`src/rtl/btn_pkg.sv`:
```
// Shared types and defaults for the pushbutton front end.
package btn_pkg;
  typedef enum logic [1:0] {IDLE, PRESS_DB, HELD, RELEASE_DB} state_t;

  localparam int DEBOUNCE_CYCLES_DEF = 500000;
  localparam int LONG_CYCLES_DEF     = 50000000;
  localparam int CNT_W               = 8;
endpackage

```
`src/rtl/button_toggle_if.sv`:
```
// Raw button pin in, clean button events and LED state out.
interface button_toggle_if;
  import btn_pkg::*;

  logic             btn;
  logic             led;
  logic             btn_level;
  logic             press_pulse;
  logic             release_pulse;
  logic             long_pulse;
  logic [CNT_W-1:0] press_count;

  // master: board/pin side; slave: the debouncer
  modport master (output btn, input led, btn_level, press_pulse, release_pulse, long_pulse, press_count);
  modport slave  (input btn, output led, btn_level, press_pulse, release_pulse, long_pulse, press_count);
endinterface

```
`src/rtl/sync_2ff.sv`:
```
// 1-bit two-flop synchroniser with a selectable reset level.
module sync_2ff #(
  parameter logic RST_VAL = 1'b0
) (
  input  logic clk,
  input  logic rst,
  input  logic d,
  output logic q
);
  logic meta;

  always_ff @(posedge clk or negedge rst) begin
    if (!rst) begin
      meta <= RST_VAL;
      q    <= RST_VAL;
    end else begin
      meta <= d;
      q    <= meta;
    end
  end
endmodule

```
`src/rtl/button_toggle.sv`:
```
// Debounced pushbutton: press/release/long-press strobes, level, press count, toggling LED.
module button_toggle
  import btn_pkg::*;
#(
  parameter int DEBOUNCE_CYCLES = DEBOUNCE_CYCLES_DEF,
  parameter int LONG_CYCLES     = LONG_CYCLES_DEF,
  parameter bit BTN_ACTIVE_LOW  = 1'b1
) (
  input  logic            clk,
  input  logic            rst,
  button_toggle_if.slave  bus
);
  localparam int DCNT_W = $clog2(DEBOUNCE_CYCLES);
  localparam int HCNT_W = $clog2(LONG_CYCLES + 1);
  localparam logic [DCNT_W-1:0] DCNT_LAST = DCNT_W'(DEBOUNCE_CYCLES - 1);
  localparam logic [HCNT_W-1:0] HCNT_LONG = HCNT_W'(LONG_CYCLES - 1);
  localparam logic [HCNT_W-1:0] HCNT_MAX  = HCNT_W'(LONG_CYCLES);
  localparam logic              INACTIVE  = BTN_ACTIVE_LOW;

  state_t             state;
  logic [DCNT_W-1:0]  dcnt;
  logic [HCNT_W-1:0]  hcnt;
  logic               long_flag;
  logic               btn_s;
  logic               act;
  logic               led_r, level_r, press_r, release_r, long_r;
  logic [CNT_W-1:0]   count_r;

  // Flops come out of reset at the idle pin level so reset release looks like "not pressed".
  sync_2ff #(.RST_VAL(INACTIVE)) u_sync (
    .clk (clk),
    .rst (rst),
    .d   (bus.btn),
    .q   (btn_s)
  );

  assign act = btn_s ^ INACTIVE;

  always_ff @(posedge clk or negedge rst) begin
    if (!rst) begin
      state     <= IDLE;
      dcnt      <= '0;
      hcnt      <= '0;
      long_flag <= 1'b0;
      led_r     <= 1'b0;
      level_r   <= 1'b0;
      press_r   <= 1'b0;
      release_r <= 1'b0;
      long_r    <= 1'b0;
      count_r   <= '0;
    end else begin
      press_r   <= 1'b0;
      release_r <= 1'b0;
      long_r    <= 1'b0;
      case (state)
        IDLE: begin
          if (act) begin
            state <= PRESS_DB;
            dcnt  <= '0;
          end
        end
        PRESS_DB: begin
          if (!act) begin
            state <= IDLE;
            dcnt  <= '0;
          end else if (dcnt == DCNT_LAST) begin
            state     <= HELD;
            dcnt      <= '0;
            press_r   <= 1'b1;
            led_r     <= ~led_r;
            level_r   <= 1'b1;
            count_r   <= count_r + 1'b1;
            hcnt      <= '0;
            long_flag <= 1'b0;
          end else begin
            dcnt <= dcnt + 1'b1;
          end
        end
        HELD: begin
          if (hcnt != HCNT_MAX) hcnt <= hcnt + 1'b1;
          // long_flag keeps the strobe to one per press even if hcnt lingers
          if (hcnt == HCNT_LONG && !long_flag) begin
            long_r    <= 1'b1;
            long_flag <= 1'b1;
          end
          if (!act) begin
            state <= RELEASE_DB;
            dcnt  <= '0;
          end
        end
        RELEASE_DB: begin
          if (act) begin
            state <= HELD;
            dcnt  <= '0;
          end else if (dcnt == DCNT_LAST) begin
            state     <= IDLE;
            dcnt      <= '0;
            release_r <= 1'b1;
            level_r   <= 1'b0;
            hcnt      <= '0;
          end else begin
            dcnt <= dcnt + 1'b1;
          end
        end
        default: state <= IDLE;
      endcase
    end
  end

  assign bus.led           = led_r;
  assign bus.btn_level     = level_r;
  assign bus.press_pulse   = press_r;
  assign bus.release_pulse = release_r;
  assign bus.long_pulse    = long_r;
  assign bus.press_count   = count_r;
endmodule

```
`src/flat_wrapper.sv`:
```
// flat-port wrapper written by rule: the top's interface ports become plain ports
module button_toggle_flat import btn_pkg::*;
#(
  parameter int DEBOUNCE_CYCLES = DEBOUNCE_CYCLES_DEF,
  parameter int LONG_CYCLES     = LONG_CYCLES_DEF,
  parameter bit BTN_ACTIVE_LOW  = 1'b1
)
  (clk, rst, bus_btn, bus_led, bus_btn_level, bus_press_pulse, bus_release_pulse, bus_long_pulse, bus_press_count);
  button_toggle_if bus_i ();
  input  logic clk;
  input  logic rst;
  input wire logic [$bits(bus_i.btn)-1:0] bus_btn;
  output wire logic [$bits(bus_i.led)-1:0] bus_led;
  output wire logic [$bits(bus_i.btn_level)-1:0] bus_btn_level;
  output wire logic [$bits(bus_i.press_pulse)-1:0] bus_press_pulse;
  output wire logic [$bits(bus_i.release_pulse)-1:0] bus_release_pulse;
  output wire logic [$bits(bus_i.long_pulse)-1:0] bus_long_pulse;
  output wire logic [$bits(bus_i.press_count)-1:0] bus_press_count;
  assign bus_i.btn = bus_btn;
  assign bus_led = bus_i.led;
  assign bus_btn_level = bus_i.btn_level;
  assign bus_press_pulse = bus_i.press_pulse;
  assign bus_release_pulse = bus_i.release_pulse;
  assign bus_long_pulse = bus_i.long_pulse;
  assign bus_press_count = bus_i.press_count;
  button_toggle #(.DEBOUNCE_CYCLES(DEBOUNCE_CYCLES), .LONG_CYCLES(LONG_CYCLES), .BTN_ACTIVE_LOW(BTN_ACTIVE_LOW)) u_core (.clk(clk), .rst(rst), .bus(bus_i));
endmodule
```
`config.mk`:
```
export PLATFORM = sky130hd
export DESIGN_NAME = button_toggle_flat
export DESIGN_NICKNAME = d
export VERILOG_FILES = /design/src/rtl/btn_pkg.sv /design/src/rtl/button_toggle_if.sv /design/src/rtl/sync_2ff.sv /design/src/rtl/button_toggle.sv /design/src/flat_wrapper.sv
export SDC_FILE = /design/constraint.sdc
export NUM_CORES = 1
export LEC_CHECK = 0
export ABC_AREA = 1
export BUFFER_PORTS_ARGS = -buffer_cell sky130_fd_sc_hd__buf_2
export CORE_AREA = 2 2 89 82
export DETAILED_ROUTE_END_ITERATION = 7
export DIE_AREA = 0 0 91 84
export HOLD_SLACK_MARGIN = 0.03
export PLACE_DENSITY = 0.78
export RECOVER_POWER = 100
export SYNTH_ARGS = -nofsm -noshare
export SYNTH_HDL_FRONTEND = slang
export SYNTH_SLANG_ARGS = --single-unit
```
`constraint.sdc`:
```
create_clock -name clk -period 2.3 [get_ports clk]
set_clock_uncertainty 0.05 [all_clocks]
set_input_delay 0.23 -clock clk [delete_from_list [all_inputs] [get_ports clk]]
set_output_delay 0.23 -clock clk [all_outputs]
set_load 0.05 [all_outputs]
```
==> results of run 1 <==
## layout by cell type, fill, tap and decap left out, drive strengths merged
| cell type | Yosys | final |
|---|---|---|
| a21oi | 2 | 2 |
| a31oi | 1 | 1 |
| and3 | 1 | 1 |
| buf | 4 | 5 |
| bufinv | 0 | 1 |
| clkbuf | 3 | 24 |
| clkinv | 0 | 2 |
| clkinvlp | 0 | 2 |
| dfrtp | 61 | 61 |
| dfstp | 2 | 2 |
| dlygate4sd3 | 0 | 2 |
| ha | 4 | 4 |
| inv | 59 | 60 |
| nand2 | 214 | 214 |
| nand3 | 52 | 52 |
| nand3b | 1 | 1 |
| nand4 | 14 | 14 |
| nor2 | 92 | 92 |
| nor3 | 9 | 9 |
| nor3b | 3 | 3 |
| o21a | 1 | 1 |
| o21ai | 15 | 15 |
| o22ai | 9 | 9 |
| or2 | 4 | 4 |
| xnor2 | 8 | 8 |
| xor2 | 11 | 11 |
## cell type report
type	instances	share of cell area
flip-flops and latches	63	0.368
clock inverters	6	0.0166
clock buffers	10	0.0297
inverters	59	0.0516
multi-input cells	441	0.479
repair buffers	21	0.0280
well taps	93	0.0271
## flip-flops by register name, summed over array words and instances, names as in the netlist, named ones only
signal / count
u_core.u_sync.meta: 1
u_core.bus.led: 1
u_core.u_sync.q: 1
u_core.dcnt: 19
u_core.long_flag: 1
u_core.bus.btn_level: 1
u_core.bus.release_pulse: 1
u_core.bus.long_pulse: 1
u_core.bus.press_pulse: 1
u_core.hcnt: 26
u_core.bus.press_count: 8
u_core.state: 1
## power groups by stage
stage	logic (uW)	registers (uW)	clock network, uW
after detailed placement	224	1190	0
after global routing	255	1180	1050
after global placement	221	1190	0
after floorplan	148	1180	0
after CTS	227	1170	992
final	227	1170	970
## logic make-up (layout without fill, tap and decap cells)
kind of cell / after synthesis / after routing / synth area share
compound gates: 28 / 28 / 0.0406
simple gates: 390 / 390 / 0.431
xor+xnor: 19 / 19 / 0.0426
fa+ha+maj: 4 / 4 / 0.0128
flops: 63 / 63 / 0.404
buf+inv: 66 / 96 / 0.0694
## metal layers
metal / share of wire / up-vias
met5: 0 / -
met4: 0.0069 / 0
met3: 0.085 / 7
met2: 0.43 / 165
met1: 0.47 / 1659
li1: - / 1848
## final timing paths
kind | from | endpoint | slack (ns) | cells after the start
worst max register to register | u_core.dcnt[0] | u_core.dcnt[12] | 0.12 | 8
max in group asynchronous | rst | u_core.hcnt[8] | 0.76 | 3
worst max-delay path | u_core.dcnt[0] | u_core.dcnt[12] | 0.12 | 8
worst min-delay path | u_core.u_sync.meta | u_core.u_sync.q | 0.31 | 0
min in group asynchronous | rst | u_core.dcnt[9] | 0.62 | 2
worst min register to register | u_core.u_sync.meta | u_core.u_sync.q | 0.31 | 0
## timing repair
action                                 4_1_cts  5_1_grt
hold buffers                                 2        0
endpoints found under the hold margin       21        0
buffers inserted                             0        0
## stage by stage
step | setup slack, ns | area, um^2 | instances
2_1_floorplan | 0.622 | 3910 | 570
3_3_place_gp | 0.306 | 4090 | 675
3_5_place_dp | 0.202 | 4090 | 675
4_1_cts | 0.179 | 4310 | 693
5_1_grt | 0.0184 | 4290 | 693
6_report | 0.118 | 4290 | 693
==> impl_metrics.csv, run 1 <==
group,metric,value,unit
final_layout,nNetsFinal,602,
detailed_routing,drtPass1Iterations,7,
grt,met1_usage,0.375,
pwr,p_comb_frac,0.096,
synthesis,synth_top_area_cell,"dfrtp_1",
detailed_routing,vias,3679,
clock_network,clkTransAtPathRegs,0.07,ns
timing,slew_viol_final,0,
pwr,p_sw_frac,0.283,
synthesis,ys.flop_type,"dfrtp_1",
floorplanning,fp-row-count,29,
pwr,seqPwrFrac,0.494,
setup_path,crit_path_cell_trace,"ha_1 -> nand3_4 -> nor2_8 -> nand3_4 -> nor2_4 -> nor2_1 -> nand3_1 -> o21ai_0",
final_layout,drive_above_1_share,0.0633,
floorplanning,die_y,84,um
floorplanning,fp.dieArea,7640,um^2
clock_network,clk_path_buf_depth,2,
synthesis,syn-cell-area,3910,um^2
pwr,power_switching,669,uW
pwr,pwr-share-clk,0.410,
grt,grt_pass1_vias,3463,
synthesis,yosysSeqAreaShare,0.404,
timing,finalCriticalPeriod,2.18,ns
synthesis,synth_cell_types,31,
pwr,vdd_drop_max,0.413,mV
synthesis,ys_warn_count,0,
grt,gr-total-overflow,0,
grt,use_met3,0.0804,
timing,grt_setup_unrepaired,"false",
synthesis,syn_nets,577,
floorplanning,ios,16,
clock_network,cts_root_buf,"clkbuf_8",
setup_path,slowest_delay,0.65,ns
setup_path,path_max_fanout,11,
status,status,"finished clean",
pwr,power_density,552,nW/um^2
placed_design,io_buffers,15,
timing,tightest_slew,1.27,ns
setup_path,cp_common_cell,"nand3_4",
setup_path,critPathRequiredTime,2.50,ns
setup_path,setup.worst_path.class,"reg2reg",
placed_design,hpwl,6750,um
detailed_routing,wire_per_inst,13.2,um
timing,setup_viol,0,
run,drv_cap,0,
setup_path,critPathBufInv,0,
grt,met2_usage,0.395,
grt,grt.busiest_layer,"met2",
synthesis,syn_inst,570,
hold_path,hold_path_class,"reg2reg",
clock_network,ctsHtreeMaxLevel,3,
timing,slew_headroom,0.154,
synthesis,yosys_register_bits,63,
floorplanning,start_util,0.573,
grt,grt_start_max_net_pins,42,
final_layout,layout.area.seq,1580,um^2
clock_network,clock_sinks,63,
synthesis,synth_edf_count,0,
setup_path,slowest_stage,"nor2_1",
grt,grt_antenna_before_repair,0,
synthesis,syn_avg_cell_area,6.86,um^2
setup_path,critPathLaunchType,"register",
timing,setup_tns,0,ns
grt,grt_pass1_wl,16200,um
synthesis,async_flop_share,1.00,
synthesis,synth_area_leaders,"dfrtp_1 39%, nand2_1 20%, nor2_1 8.4%",
timing,period_share,0.949,
timing,hold_violations,0,
pwr,fin_total_pwr,2370,uW
detailed_routing,finalWirelength,9180,um
detailed_routing,first_iter_violations,283,
synthesis,synth_most_common_cell,"nand2_1",
final_layout,antenna_cells,0,
timing,clock.fmax,0.458,GHz
setup_path,arrival,2.39,ns
clock_network,clk_latency,0.36,ns
synthesis,synthTopCellsByCount,"212 x nand2_1, 88 x nor2_1, 61 x dfrtp_1",
final_layout,fill_cells,649,
clock_network,cts_resized,0,
floorplanning,die_w,91,um
clock_network,cts_tree,"yes",
synthesis,synth_top_cell_area_share,0.390,
setup_path,crit_family,"simple AND/OR/NAND/NOR gates",
setup_path,end_kind,"register",
detailed_routing,postRouteAntennaNets,0,
pwr,internal_power,1700,uW
placed_design,gp_congestion,0.899,
grt,grt_usage,0.264,
final_layout,post-route-util,0.629,
detailed_routing,drt-vias-per-instance,5.31,
timing,fin_hold_ws,0.309,ns
floorplanning,core_area,6820,um^2
detailed_routing,drc_errors,0,
clock_network,numCtsBuffers,9,
pwr,p_leak,0.00200,uW
final_layout,multi_input_area,2060,um^2
final_layout,area_delta_synth_final,9.79,%
No activity file was read; power rests on OpenSTA's default activity.
==> run 2, diff against run 1 <==
==> constraint.sdc (replaced) <==
create_clock -name clk -period 2.6 [get_ports clk]
set_clock_uncertainty 0.05 [all_clocks]
set_input_delay 0.26 -clock clk [delete_from_list [all_inputs] [get_ports clk]]
set_output_delay 0.26 -clock clk [all_outputs]
set_load 0.05 [all_outputs]
==> run 2 against run 1 <==
  * Routed wire length shrank 4.5%
  * Critical path depth grew 2
  * Largest cell class unchanged
  * Design area shrank 0.96%
  * Sequential share of layout area grew 0.36 points
  * Highest routed layer unchanged
  * Total power shrank 15%
  * Hold slack lost 0.0027 ns
  * Register-to-register slack gained 0.28 ns
==> impl_metrics.csv, run 2 (synthesis results as in run 1) <==
group,metric,value,unit
pwr,power_density,473,nW/um^2
final_layout,mostFrequentLayoutCells,"212 x nand2_1, 88 x nor2_1, 61 x dfrtp_1",
detailed_routing,vias,3655,
setup_path,slowest_delay,0.41,ns
timing,tightest_slew,0.733,ns
setup_path,critPathRequiredTime,2.78,ns
pwr,fin_total_pwr,2010,uW
setup_path,setup.worst_path.class,"reg2reg",
setup_path,worstReg2RegStart,"u_core.dcnt[0]",
clock_network,clk_latency,0.35,ns
setup_path,cp_common_cell,"nand2_1",
detailed_routing,drtPass1Iterations,5,
grt,grt_pass1_wl,15500,um
floorplanning,start_util,0.573,
placed_design,io_buffers,15,
floorplanning,die_w,91,um
floorplanning,fp-row-count,29,
placed_design,hpwl,6490,um
setup_path,reg2reg_slack,0.40,ns
setup_path,path_max_fanout,26,
placed_design,postPlaceCellArea,4090,um^2
clock_network,clk_path_buf_depth,2,
final_layout,final_common_cell,"nand2_1",
timing,hold_violations,0,
timing,clock.fmax,0.454,GHz
detailed_routing,first_iter_violations,267,
final_layout,drive_above_1_share,0.0618,
hold_path,hold_path_class,"reg2reg",
floorplanning,fp.dieArea,7640,um^2
hold_path,min_from,"u_core.u_sync.meta",
status,status,"finished clean",
hold_path,whs_endpoint,"u_core.u_sync.q",
final_layout,final_cell_area,4250,um^2
grt,grt_start_max_net_pins,53,
grt,grt_pass1_vias,3326,
final_layout,area_delta_synth_final,8.74,%
timing,period_share,0.847,
placed_design,dp_slack,0.569,ns
timing,worst_slack,0.398,ns
final_layout,antenna_cells,0,
final_layout,largest_register,"u_core.hcnt",
clock_network,cts_resized,0,
placed_design,dp.cells,674,
detailed_routing,postRouteAntennaNets,0,
setup_path,end_kind,"register",
clock_network,cts_tree,"yes",
clock_network,post_cts.repair.setup_buffers,0,
grt,gr-total-overflow,0,
floorplanning,core_area,6820,um^2
detailed_routing,drc_errors,0,
grt,grt_antenna_before_repair,0,
setup_path,worst_r2r_path_depth,10,
final_layout,nNetsFinal,601,
floorplanning,die_y,84,um
final_layout,final_cells,692,
timing,slew_headroom,0.511,
floorplanning,ios,16,
pwr,vdd_drop_max,0.430,mV
clock_network,clkTransAtPathRegs,0.07,ns
setup_path,r2r-end,"u_core.hcnt[5]",
timing,finalCriticalPeriod,2.20,ns
final_layout,largest_reg_flops,26,
setup_path,arrival,2.38,ns
setup_path,critPathLaunchType,"register",
clock_network,numCtsBuffers,9,
clock_network,ctsHtreeMaxLevel,3,
setup_path,crit_path_cell_trace,"ha_1 -> nand3_1 -> nor2_8 -> nand3_4 -> inv_1 -> nand2_1 -> nand2_2 -> nand3_4 -> nand2_1 -> nand2_1",
pwr,p_leak,0.00197,uW
setup_path,slowest_stage,"dfrtp_1",
clock_network,cts_root_buf,"clkbuf_8",
clock_network,cts_hold_buf,2,
clock_network,clock_sinks,63,
detailed_routing,wire_per_inst,12.7,um
run,drv_cap,0,
grt,grt_usage,0.251,
hold_path,worstHoldPathCells,0,
timing,setup_tns,0,ns
timing,setup_viol,0,
detailed_routing,finalWirelength,8770,um
placed_design,gp_congestion,0.940,
timing,grt_setup_unrepaired,"false",
timing,slew_viol_final,0,
detailed_routing,drt-vias-per-instance,5.28,
==> run 2: cell types whose count changed in the layout (fill, tap and decap cells not counted), sizes merged <==
| cell | before | now |
|---|---|---|
| buf | 5 | 4 |
| clkinvlp | 2 | 4 |
| clkinv | 2 | 1 |
| bufinv | 1 | 0 |
==> run 2: through the flow <==
stage / hold slack [ns] / util
finish: 0.307 / 0.623
global route: 0.315 / 0.623
detailed placement: 0.122 / 0.599
global placement: 0.118 / 0.599
floorplan: -0.0856 / -
CTS: 0.281 / 0.628
==> run 2: report_power, final <==
group	total, uW	internal (uW)	switching, uW
logic	208	55.4	152
clock network	770	350	419
registers	1030	1000	27.6
total	2010	1410	599
==> run 2: how the worst max path moves through the flow <==
stage                    from              end  slack, ns  cells past startpoint
5_1_grt        u_core.dcnt[0]  u_core.hcnt[19]       0.20                      9
6_report       u_core.dcnt[0]   u_core.hcnt[5]       0.40                     10
3_3_place_gp   u_core.dcnt[0]  u_core.hcnt[23]       0.63                      9
3_5_place_dp   u_core.dcnt[0]   u_core.hcnt[5]       0.57                     10
2_1_floorplan  u_core.dcnt[0]  u_core.hcnt[24]       0.92                     11
4_1_cts        u_core.dcnt[0]   u_core.hcnt[5]       0.56                     10
==> run 2: critical path, delay by kind of cell (launching register included) <==
kind                     cells  cell delay, ns
adder cells (fa/ha/maj)      1            0.31
flip-flops                   1            0.41
AND/OR/NAND/NOR              8            1.25
buffers and inverters        1            0.07
==> run 2: layout make-up <==
| type | instances | area [um^2] |
|---|---|---|
| inverters | 59 | 221 |
| fillers | 645 | 2570 |
| well taps | 93 | 116 |
| flip-flops and latches | 63 | 1580 |
| clock inverters | 6 | 47.5 |
| repair buffers | 20 | 113 |
| clock buffers | 10 | 128 |
| multi-input cells | 441 | 2050 |
==> run 2: per-layer routing <==
layer / track usage / up-vias / share of wire
met1: 0.373 / 1679 / 0.50
li1: - / 1847 / -
met4: 0.0771 / 0 / 0.011
met5: 0 / - / 0
met2: 0.374 / 117 / 0.43
met3: 0.0479 / 12 / 0.059
